File: src/rtl/hx8352_init_seq_if.sv
// Write bus between the HX8352 init sequencer (master) and the panel bus writer (slave).
interface hx8352_init_seq_if;
    logic       wr_req;
    logic       wr_rs;
    logic [7:0] wr_data;
    logic       wr_ack;

    modport master (output wr_req, output wr_rs, output wr_data, input wr_ack);
    modport slave  (input wr_req, input wr_rs, input wr_data, output wr_ack);
endinterface

File: src/rtl/hx8352_init_seq.sv
// Walks an init ROM of CMD/DATA/DELAY/END words, issuing panel bus writes and
// millisecond delays, then latches init_done until reset.
module hx8352_init_seq #(
    parameter int unsigned ADDR_W    = 8,
    parameter int unsigned DONE_SYNC = 2
) (
    input  logic                  clk,
    input  logic                  rst_n,
    input  logic                  start,
    output logic [ADDR_W-1:0]     rom_addr,
    input  logic [15:0]           rom_data,
    hx8352_init_seq_if.master     bus,
    output logic                  delay_step,
    output logic [7:0]            delay_ms,
    input  logic                  delay_done,
    output logic                  busy,
    output logic                  init_done
);

    typedef enum logic [2:0] {
        IDLE,
        FETCH,
        DECODE,
        WRITE,
        DLY_ARM,
        DLY_WAIT,
        DONE
    } state_t;

    state_t               state_q, state_d;
    logic [ADDR_W-1:0]    rom_addr_q, rom_addr_d;
    logic                 wr_req_q, wr_req_d;
    logic                 wr_rs_q, wr_rs_d;
    logic [7:0]           wr_data_q, wr_data_d;
    logic                 delay_step_q, delay_step_d;
    logic [7:0]           delay_ms_q, delay_ms_d;
    logic                 busy_q, busy_d;
    logic                 init_done_q, init_done_d;
    logic                 start_q, start_d;
    logic [DONE_SYNC-1:0] sync_q, sync_d;
    logic [3:0]           arm_cnt_q, arm_cnt_d;

    logic done_s;
    logic advance;
    logic finish;
    logic unused_rom_bits;

    assign done_s          = sync_q[DONE_SYNC-1];
    assign unused_rom_bits = ^rom_data[13:8];

    always_comb begin
        state_d      = state_q;
        rom_addr_d   = rom_addr_q;
        wr_req_d     = wr_req_q;
        wr_rs_d      = wr_rs_q;
        wr_data_d    = wr_data_q;
        delay_step_d = 1'b0;
        delay_ms_d   = delay_ms_q;
        busy_d       = busy_q;
        init_done_d  = init_done_q;
        start_d      = start;
        arm_cnt_d    = arm_cnt_q;
        advance      = 1'b0;
        finish       = 1'b0;

        sync_d[0] = delay_done;
        for (int unsigned i = 1; i < DONE_SYNC; i++) begin
            sync_d[i] = sync_q[i-1];
        end

        case (state_q)
            IDLE: begin
                if (start && !start_q) begin
                    state_d    = FETCH;
                    rom_addr_d = '0;
                    busy_d     = 1'b1;
                end
            end
            FETCH: state_d = DECODE;
            DECODE: begin
                case (rom_data[15:14])
                    2'b00, 2'b01: begin
                        state_d   = WRITE;
                        wr_req_d  = 1'b1;
                        wr_rs_d   = rom_data[14];
                        wr_data_d = rom_data[7:0];
                    end
                    2'b10: begin
                        state_d      = DLY_ARM;
                        delay_ms_d   = rom_data[7:0];
                        delay_step_d = 1'b1;
                        arm_cnt_d    = '0;
                    end
                    default: finish = 1'b1;
                endcase
            end
            WRITE: begin
                if (bus.wr_ack) begin
                    wr_req_d = 1'b0;
                    advance  = 1'b1;
                end
            end
            DLY_ARM: begin
                // A step that never pulls done low within 16 cycles is assumed lost.
                if (!done_s) begin
                    state_d = DLY_WAIT;
                end else if (arm_cnt_q == 4'd15) begin
                    delay_step_d = 1'b1;
                    arm_cnt_d    = '0;
                end else begin
                    arm_cnt_d = arm_cnt_q + 4'd1;
                end
            end
            DLY_WAIT: begin
                if (done_s) advance = 1'b1;
            end
            DONE: ;
            default: state_d = IDLE;
        endcase

        // The top ROM word is executed but never followed by a wrap to 0.
        if (advance) begin
            if (rom_addr_q == '1) begin
                finish = 1'b1;
            end else begin
                rom_addr_d = rom_addr_q + ADDR_W'(1);
                state_d    = FETCH;
            end
        end

        if (finish) begin
            state_d      = DONE;
            busy_d       = 1'b0;
            init_done_d  = 1'b1;
            wr_req_d     = 1'b0;
            wr_rs_d      = 1'b0;
            wr_data_d    = '0;
            delay_step_d = 1'b0;
            delay_ms_d   = '0;
        end
    end

    always_ff @(posedge clk or negedge rst_n) begin
        if (!rst_n) begin
            state_q      <= IDLE;
            rom_addr_q   <= '0;
            wr_req_q     <= 1'b0;
            wr_rs_q      <= 1'b0;
            wr_data_q    <= '0;
            delay_step_q <= 1'b0;
            delay_ms_q   <= '0;
            busy_q       <= 1'b0;
            init_done_q  <= 1'b0;
            start_q      <= 1'b0;
            sync_q       <= '1;
            arm_cnt_q    <= '0;
        end else begin
            state_q      <= state_d;
            rom_addr_q   <= rom_addr_d;
            wr_req_q     <= wr_req_d;
            wr_rs_q      <= wr_rs_d;
            wr_data_q    <= wr_data_d;
            delay_step_q <= delay_step_d;
            delay_ms_q   <= delay_ms_d;
            busy_q       <= busy_d;
            init_done_q  <= init_done_d;
            start_q      <= start_d;
            sync_q       <= sync_d;
            arm_cnt_q    <= arm_cnt_d;
        end
    end

    assign rom_addr    = rom_addr_q;
    assign bus.wr_req  = wr_req_q;
    assign bus.wr_rs   = wr_rs_q;
    assign bus.wr_data = wr_data_q;
    assign delay_step  = delay_step_q;
    assign delay_ms    = delay_ms_q;
    assign busy        = busy_q;
    assign init_done   = init_done_q;

endmodule

File: src/flat_wrapper.sv
// flat-port wrapper written by rule: the top's interface ports become plain ports
module hx8352_init_seq_flat 
#(
    parameter int unsigned ADDR_W    = 8,
    parameter int unsigned DONE_SYNC = 2
)
  (clk, rst_n, start, rom_addr, rom_data, delay_step, delay_ms, delay_done, busy, init_done, bus_wr_req, bus_wr_rs, bus_wr_data, bus_wr_ack);
  hx8352_init_seq_if bus_i ();
  input  logic clk;
  input  logic rst_n;
  input  logic start;
  output logic [ADDR_W-1:0] rom_addr;
  input  logic [15:0] rom_data;
  output logic delay_step;
  output logic [7:0] delay_ms;
  input  logic delay_done;
  output logic busy;
  output logic init_done;
  output wire logic [$bits(bus_i.wr_req)-1:0] bus_wr_req;
  output wire logic [$bits(bus_i.wr_rs)-1:0] bus_wr_rs;
  output wire logic [$bits(bus_i.wr_data)-1:0] bus_wr_data;
  input wire logic [$bits(bus_i.wr_ack)-1:0] bus_wr_ack;
  assign bus_wr_req = bus_i.wr_req;
  assign bus_wr_rs = bus_i.wr_rs;
  assign bus_wr_data = bus_i.wr_data;
  assign bus_i.wr_ack = bus_wr_ack;
  hx8352_init_seq #(.ADDR_W(ADDR_W), .DONE_SYNC(DONE_SYNC)) u_core (.clk(clk), .rst_n(rst_n), .start(start), .rom_addr(rom_addr), .rom_data(rom_data), .bus(bus_i), .delay_step(delay_step), .delay_ms(delay_ms), .delay_done(delay_done), .busy(busy), .init_done(init_done));
endmodule
File: config.mk
export PLATFORM = sky130hd
export DESIGN_NAME = hx8352_init_seq_flat
export DESIGN_NICKNAME = d
export VERILOG_FILES = /design/src/rtl/hx8352_init_seq_if.sv /design/src/rtl/hx8352_init_seq.sv /design/src/flat_wrapper.sv
export SDC_FILE = /design/constraint.sdc
export NUM_CORES = 1
export LEC_CHECK = 0
export ABC_AREA = 1
export CORE_ASPECT_RATIO = 1.1
export CORE_UTILIZATION = 43
export DETAILED_ROUTE_END_ITERATION = 8
export HOLD_SLACK_MARGIN = 0.03
export PLACE_DENSITY = 0.81
export SETUP_SLACK_MARGIN = 0.5
export SLEW_MARGIN = 20
export SYNTH_ARGS = -nofsm -noshare
export SYNTH_HDL_FRONTEND = slang
export SYNTH_SLANG_ARGS = --single-unit
File: constraint.sdc
create_clock -name clk -period 1.4 [get_ports clk]
set_clock_uncertainty 0.05 [all_clocks]
set_input_delay 0.28 -clock clk [delete_from_list [all_inputs] [get_ports clk]]
set_output_delay 0.28 -clock clk [all_outputs]
set_load 0.1 [all_outputs]
# --- Word-level counts from Yosys, hierarchy flattened ---
# Index checks and enable logic that the tools add are counted.
word_totals:
  register_bits: 39
  input_bits: 21
  out_inout_bits: 29
classes:
  n_addsub: 2
  n_eq_ne: 14
  muxes: 43
  reduce_logical: 19
op_table:
  columns: ["operator", "n"]
  rows:
  - ["$mux W8", 10]
  - ["$mux W1", 19]
  - ["$mux W3", 5]
  - ["$pmux W3 S5", 1]
  - ["$mux W4", 3]
  - ["$reduce_bool A2 Y1", 6]
  - ["$eq A3 B3 Y1 const B", 3]
  - ["$add A8 B1 Y8 const B", 1]
  - ["$eq A8 B8 Y1 const B", 1]
  - ["$pmux W4 S2", 1]
  - ["$eq A3 B2 Y1 const B", 2]
  - ["$pmux W1 S2", 3]
  - ["$pmux W3 S2", 1]
  - ["$reduce_and A2 Y1", 3]
  - ["$reduce_and A3 Y1", 2]
  - ["$reduce_or A3 Y1", 2]
  - ["$add A4 B1 Y4 const B", 1]
  - ["$eq A4 B4 Y1 const B", 1]
  - ["$ne A2 B1 Y1 const B", 2]
  - ["$eq A3 B1 Y1 const B", 1]
  - ["$logic_not A3 Y1", 1]
  - ["$ne A3 B1 Y1 const B", 1]
  - ["$ne A3 B2 Y1 const B", 1]
  - ["$reduce_bool A3 Y1", 1]
  - ["other kinds (6)", 6]

# --- Depth between registers and ports, before layout ---
# Gate-level depths: netlist of run 1.
logic_depth:
  word_depth: 8
  depth_mapped: 9
  mapped_depth_nobuf: 9

# --- Worst setup path after synthesis of run 1 ---
# No wires, ideal clock.
synth_path:
  kind: "register to register"
  startpoint: "register u_core.rom_addr_q[0] (netlist: u_core.rom_addr[0])"
  endpoint: "register u_core.rom_addr_q[1] (netlist: u_core.rom_addr[1])"
  t_arrival_ps: 1998
  path_slack_ps: -771
  stages_incl_launch_ff: 9
  path_buffers: 0
  path_cell_list: "dfrtp_1 > ha_1 > nand3_1 > nor2_1 > nand2_1 > nand2_2 > inv_1 > nand2_1 > nand2_1"
synth_between:
  elab_chain_len: 3
  elab_cells_between_ends: 4
  cone_classes: "1 x add/sub; 1 x eq/ne; 2 x mux"
synth_rtl:
  columns: ["element", "line_no", "source"]
  rows:
  - ["start: declaration", "hx8352_init_seq.sv:31", "logic [ADDR_W-1:0] rom_addr_q, rom_addr_d;"]
  - ["start signal: assignment", "hx8352_init_seq.sv:159", "rom_addr_q <= rom_addr_d;"]
  - ["$add A8 B1 Y8 or $eq A8 B8 Y1 (tied branches)", "hx8352_init_seq.sv:126, hx8352_init_seq.sv:123", null]
  - ["$mux W8 *", "hx8352_init_seq.sv:123", "if (rom_addr_q == '1) begin"]
  - ["$mux W8 *", "hx8352_init_seq.sv:122", "if (advance) begin"]
  - ["named net u_core.rom_addr_d[1]", "hx8352_init_seq.sv:31", null]
# The timed path passes the listed nets; every way through them passes the cells marked *.
# A chain may end at the register's enable or synchronous reset.

# --- Worst setup path after layout of run 1 ---
layout_path:
  startpoint: "register u_core.state_q[2]"
  endpoint: "register u_core.rom_addr_q[3] (netlist: u_core.rom_addr[3])"
layout_between:
  elab_chain_len: 4
  elab_cells_between_ends: 7
  cone_classes: "2 x eq/ne; 4 x mux; 1 x reduce/logical"
layout_rtl:
  columns: ["element", "line_no", "source"]
  rows:
  - ["start: declaration", "hx8352_init_seq.sv:30", "state_t state_q, state_d;"]
  - ["start signal: assignment", "hx8352_init_seq.sv:158", "state_q <= state_d;"]
  - ["$logic_not A3 Y1", "hx8352_init_seq.sv:71", "case (state_q)"]
  - ["$mux W8", "hx8352_init_seq.sv:71", null]
  - ["$mux W8", "hx8352_init_seq.sv:123", null]
  - ["$mux W8 *", "hx8352_init_seq.sv:122", null]
  - ["named net u_core.rom_addr_d[3]", "hx8352_init_seq.sv:31", null]
# Marked as above.

==> impl_metrics.py, run 1 <==
metrics = {
    "synth": {
        "synth_area_um2": 1890,
        "async_flop_share": 1.00,
        "synth_nets": 245,
        "synth_edf_count": 0,
        "synth_cell_types": 25,
        "ys_warn_count": 0,
        "synthAdderAreaFrac": 0.0132,
        "synth_top_family_by_area": "simple AND/OR/NAND/NOR gates",
        "synthFlopType": "dfrtp_1",
        "synth.top_cells.by_area": "dfrtp_1, nand2_1, nand4_1",
        "synth-simple-area-share": 0.346,
        "synth.yosys.seq_area_share": 0.517,
        "synth_most_common_cell": "nand2_1",
        "synth_compound_area_frac": 0.0476,
        "syn_avg_cell_area_um2": 8.53,
        "synth_xor_area_frac": 0.00925,
        "ys_seq_elements": 39,
        "netlist_instances": 222,
        "synth_area_leader_cell": "dfrtp_1",
        "synth_top_area_share": 0.489,
        "muxShareOfSynthArea": 0,
        "synth_commonest_cells": "nand2_1, dfrtp_1, nand4_1",
    },
    "worst_setup_path": {
        "timing.rr.start": "u_core.state_q[2]",
        "reg2reg_slack_ns": -0.14,
        "max_stage_delay_ns": 0.41,
        "crit_path_frequent_cell": "nand2_4",
        "cp_num_buf_inv": 2,
        "cp-end-kind": "register",
        "crit_required_ns": 1.51,
        "crit_slowest_cell": "dfrtp_1",
        "crit_path_max_fanout": 10,
        "start_kind": "register",
        "reg2reg_to": "u_core.rom_addr[3]",
        "arrival_ns": 1.65,
        "path_delay_family": "simple AND/OR/NAND/NOR gates",
        "crit_type": "register to register",
        "cp_cell_sequence": "inv_2 > nand4_1 > nand2_4 > buf_12 > nand2_4 > nand3_1 > o21ai_0",
        "worstRegToRegCells": 7,
    },
    "timing": {
        "setup_viol": 36,
        "slew_headroom": 0.739,
        "rsz0062_at_grt": "true",
        "drv_slew": 0,
        "totalNegativeSetupSlack_ns": -2.31,
        "tightest_slew_ns": 0.392,
        "holdWs_ns": -0.147,
        "fin_crit_sh": 1.10,
        "hold_viol": 12,
        "fmax_mhz": 649,
        "fin_ws_ns": -0.141,
        "min_period_ns": 1.54,
    },
    "placement": {
        "portBuffers": 43,
        "pre_cts_slack_ns": -0.274,
        "gp_congestion": 0.797,
        "dp_hpwl_um": 3610,
    },
    "clock_tree": {
        "clockBufferDepth": 2,
        "cts_tree": "built",
        "cts_root_buffer": "clkbuf_8",
        "numCtsBuffers": 5,
        "cts_max_level": 2,
        "cts.sinks": 39,
        "clkLatencyLatePin_ns": 0.29,
        "path_clk_slew_ns": 0.08,
    },
    "grt": {
        "grt.total_usage": 0.278,
        "grt_pass1_vias": 2163,
        "grt.overflow.total": 0,
        "grt_max_degree": 26,
        "antenna_found_initial": 0,
        "grt_pass1_wl_um": 10000,
    },
    "power": {
        "power.total_mw": 8.29,
        "p_leak_nw": 1.62,
        "power_density_nw_per_um2": 2380,
        "max-vdd-ir-drop_mv": 2.16,
    },
    "cells_and_area": {
        "fillCellCount": 198,
        "utilization": 0.855,
        "drive_gt1_frac": 0.525,
        "final_net_count": 340,
        "syn2layout_area_growth_pct": 84.4,
        "antennaDiodeCount": 0,
    },
    "job": {
        "maxCapViolations": 0,
    },
    "floorplanning": {
        "die-width_um": 65.3,
        "start_util": 0.464,
        "die_h_um": 71.6,
        "rows": 24,
        "ioPinCount": 50,
        "coreArea_um2": 4080,
        "die_area_um2": 4670,
    },
    "detailed_routing": {
        "first_iter_violations": 158,
        "drc": 0,
        "wirelength_um": 7240,
        "viasPerCell": 6.04,
        "wl_per_cell_um": 19.6,
        "first_pass_iters": 7,
        "route.vias.total": 2236,
        "ant_nets": 0,
    },
    "run_status": {
        "status": "complete, but fails checks",
        "violations": "negative hold slack, negative setup slack",
    },
    "hold_path": {
        "hold_class": "input pin to asynchronous set/reset pin",
    },
}
[cell usage in the layout (no fill, tap or decap), drive strengths merged, types with 2 or more instances in the layout]
master / count
dfstp: 2
clkdlybuf4s50: 12
buf: 81
nor3: 3
nor2: 15
nand3: 27
o21ai: 9
inv: 20
dfrtp: 37
a21oi: 9
nand2: 57
clkbuf: 8
ha: 2
or2: 2
nand4: 29
[flip-flops by register name (all words and copies together) (netlist names), 2 cells and up]
signal and flops:
u_core.bus.wr_data 8, u_core.delay_ms 8, u_core.rom_addr 8, u_core.arm_cnt_q 4, u_core.state_q 3, u_core.sync_q 2
[area by class of cell]
| class | count | area, um^2 | area share |
|---|---|---|---|
| flip-flops and latches | 39 | 1090 | 0.312 |
| repair buffers | 94 | 1200 | 0.343 |
| well taps | 52 | 65.1 | 0.0186 |
| inverters | 21 | 83.8 | 0.0240 |
| multi-input cells | 156 | 956 | 0.274 |
| clock buffers | 8 | 100 | 0.0287 |
[worst max-delay path by stage]
stage,from,cells after the start,endpoint
finish,u_core.state_q[2],7,u_core.rom_addr[3]
global route,u_core.state_q[2],7,u_core.rom_addr[3]
CTS,u_core.rom_addr[1],8,u_core.rom_addr[1]
detailed placement,bus_wr_ack,7,u_core.rom_addr[5]
global placement,bus_wr_ack,7,u_core.rom_addr[3]
floorplan,u_core.rom_addr[1],7,u_core.bus.wr_data[0]
[cells by family after synthesis]
group | count (synthesis)
compound gates | 18
xor+xnor | 2
fa+ha+maj | 2
buf+inv | 27
flops | 39
simple gates | 134
[worst reg2reg max path: stages, from the launching register on]
cell and delay [ns]:
dfrtp_1 0.41, inv_2 0.10, nand4_1 0.19, nand2_4 0.18, buf_12 0.13, nand2_4 0.10
nand3_1 0.11, o21ai_0 0.13
[report_power, final]
| part | internal [mW] | leakage, nW | total (mW) | switching [mW] |
|---|---|---|---|---|
| combinational | 2.03 | 1.11 | 5.32 | 3.28 |
| sequential | 1.67 | 0.454 | 2.12 | 0.458 |
| clock | 0.450 | 0.0515 | 0.855 | 0.405 |
[metal layers]
layer | GRT usage | routed length, um | up-vias
met2 | 0.489 | 3650 | 148
li1 | - | - | 944
met1 | 0.325 | 2620 | 1088
met3 | 0.0605 | 523 | 56
met5 | 0 | 0 | -
met4 | 0.114 | 443 | 0
[through the flow]
step / cells / instance area, um^2
2_1_floorplan: 222 / 2080
4_1_cts: 362 / 3350
6_report: 370 / 3490
3_3_place_gp: 336 / 3040
3_5_place_dp: 336 / 3040
5_1_grt: 370 / 3490
[timing repair]
item                                    4_1_cts  5_1_grt
buffers inserted                             18        8
endpoints found under the hold margin        12       12
pin swaps                                     7       12
endpoints found under the setup margin       65       65
gates resized for setup                      23       26
No activity file was read; power rests on OpenSTA's default activity.
==> run 2: changes to the inputs <==
==> constraint.sdc (replaced) <==
create_clock -name clk -period 1.3 [get_ports clk]
set_clock_uncertainty 0.05 [all_clocks]
set_input_delay 0.26 -clock clk [delete_from_list [all_inputs] [get_ports clk]]
set_output_delay 0.26 -clock clk [all_outputs]
set_load 0.1 [all_outputs]
==> impl_metrics.py, run 2 (synthesis gave the netlist of run 1 again) <==
metrics = {
    "run_status": {
        "status": "complete, but fails checks",
        "violations": "negative hold slack, negative setup slack",
    },
    "worst_setup_path": {
        "crit_type": "register to register",
        "cp-end-kind": "register",
        "start_kind": "register",
        "arrival_ns": 1.74,
        "timing.rr.start": "u_core.state_q[1]",
        "crit_path_max_fanout": 18,
        "reg2reg_slack_ns": -0.31,
        "reg2reg_to": "u_core.bus.wr_data[4]",
        "worstSetupEndpoint": "u_core.bus.wr_data[4]",
        "worstRegToRegCells": 7,
        "startpoint": "u_core.state_q[1]",
        "crit_required_ns": 1.43,
    },
    "detailed_routing": {
        "ant_nets": 0,
        "first_iter_violations": 277,
        "route.vias.total": 2246,
        "wirelength_um": 7570,
        "first_pass_iters": 5,
        "viasPerCell": 6.01,
        "wl_per_cell_um": 20.2,
        "drc": 0,
    },
    "placement": {
        "portBuffers": 43,
        "dp_hpwl_um": 3790,
        "gp_congestion": 0.893,
        "dp_cells": 343,
    },
    "power": {
        "power_density_nw_per_um2": 2520,
        "max-vdd-ir-drop_mv": 2.18,
        "power.total_mw": 9.05,
        "p_leak_nw": 1.66,
    },
    "timing": {
        "slew_headroom": 0.754,
        "min_period_ns": 1.61,
        "hold_viol": 12,
        "drv_slew": 0,
        "fmax_mhz": 622,
        "fin_crit_sh": 1.24,
        "setup_viol": 45,
        "fin_ws_ns": -0.308,
        "tightest_slew_ns": 0.369,
        "rsz0062_at_grt": "true",
        "holdWs_ns": -0.184,
    },
    "floorplanning": {
        "die_h_um": 71.6,
        "die-width_um": 65.3,
        "coreArea_um2": 4080,
        "ioPinCount": 50,
        "rows": 24,
        "start_util": 0.464,
        "die_area_um2": 4670,
    },
    "hold_path": {
        "hold_class": "input pin to asynchronous set/reset pin",
    },
    "clock_tree": {
        "cts_root_buffer": "clkbuf_8",
        "cts.sinks": 39,
        "clkLatencyLatePin_ns": 0.31,
        "clockBufferDepth": 2,
        "path_clk_slew_ns": 0.09,
        "cts_tree": "built",
        "cts_max_level": 2,
        "numCtsBuffers": 5,
    },
    "cells_and_area": {
        "antennaDiodeCount": 0,
        "mostFrequentLayoutCell": "nand2_1",
        "drive_gt1_frac": 0.543,
        "syn2layout_area_growth_pct": 90.0,
        "layout.cells.non_filler": 374,
        "fillCellCount": 161,
        "mostFrequentLayoutCells": "nand2_1, buf_4, buf_12",
        "final_net_count": 344,
    },
    "grt": {
        "grt_pass1_wl_um": 9670,
        "grt_pass1_vias": 1975,
        "grt.overflow.total": 0,
        "antenna_found_initial": 0,
        "grt.total_usage": 0.280,
        "grt_max_degree": 36,
    },
    "job": {
        "maxCapViolations": 0,
    },
}
[run 2: changes by cell type in the layout (fill, tap and decap cells not counted), sizes merged]
| cell | previous run | this run |
|---|---|---|
| dlymetal6s2s | 1 | 0 |
| nand2 | 57 | 58 |
| clkbuf | 8 | 9 |
| clkdlybuf4s50 | 12 | 13 |
| buf | 81 | 83 |
[run 2: area by class of cell]
type                    count  area, um^2  area share
repair buffers             97        1250       0.347
clock buffers               8         100      0.0278
well taps                  52        65.1      0.0181
flip-flops and latches     39        1090       0.303
inverters                  21        83.8      0.0233
multi-input cells         157        1010       0.280
[run 2: timing repair]
| action | CTS | global route |
|---|---|---|
| resized for setup | 26 | 33 |
| endpoints found under the setup margin | 65 | 65 |
| pin swaps | 7 | 4 |
| endpoints found under the hold margin | 12 | 12 |
| setup buffers | 12 | 9 |
| gates cloned | 1 | 1 |
[run 2: metal layers]
| metal | global-route usage | vias to the layer above | share of wire |
|---|---|---|---|
| met5 | 0 | - | 0 |
| met4 | 0.114 | 0 | 0.035 |
| met3 | 0.0557 | 29 | 0.066 |
| met2 | 0.491 | 150 | 0.52 |
| met1 | 0.331 | 1108 | 0.38 |
| li1 | - | 959 | - |
[run 2: critical path, cell delays in order (launching register included)]
cell and delay [ns]:
dfrtp_2 0.45, inv_1 0.12, nand4_1 0.20, nand2_2 0.20, nand2_4 0.11, buf_12 0.17, nand4_1 0.10, nand2_1 0.08
[run 2: how the worst min path moves through the flow]
stage / startpoint / depth (start not counted) / end / slack, ns
global placement: rst_n / 1 / u_core.arm_cnt_q[1] / 0.14
global route: rst_n / 1 / u_core.arm_cnt_q[1] / -0.17
detailed placement: rst_n / 1 / u_core.arm_cnt_q[1] / 0.14
floorplan: rst_n / 0 / u_core.arm_cnt_q[0] / -0.09
CTS: rst_n / 1 / u_core.arm_cnt_q[1] / -0.18
finish: rst_n / 1 / u_core.arm_cnt_q[1] / -0.18
[run 2: through the flow]
| stage | util | setup TNS, ns | instance area [um^2] | setup WS (ns) | hold slack [ns] |
|---|---|---|---|---|---|
| global route | 0.881 | -10.08 | 3600 | -0.315 | -0.174 |
| global placement | 0.757 | -8.86 | 3090 | -0.323 | 0.138 |
| floorplan | - | -9.20 | 2080 | -0.341 | -0.0856 |
| finish | 0.881 | -9.37 | 3600 | -0.308 | -0.184 |
| CTS | 0.830 | -3.17 | 3390 | -0.133 | -0.181 |
| detailed placement | 0.757 | -9.57 | 3090 | -0.321 | 0.137 |
[run 2: where the power goes]
part,switching (mW),internal [mW]
logic,3.57,2.26
clock network,0.448,0.485
registers,0.492,1.79
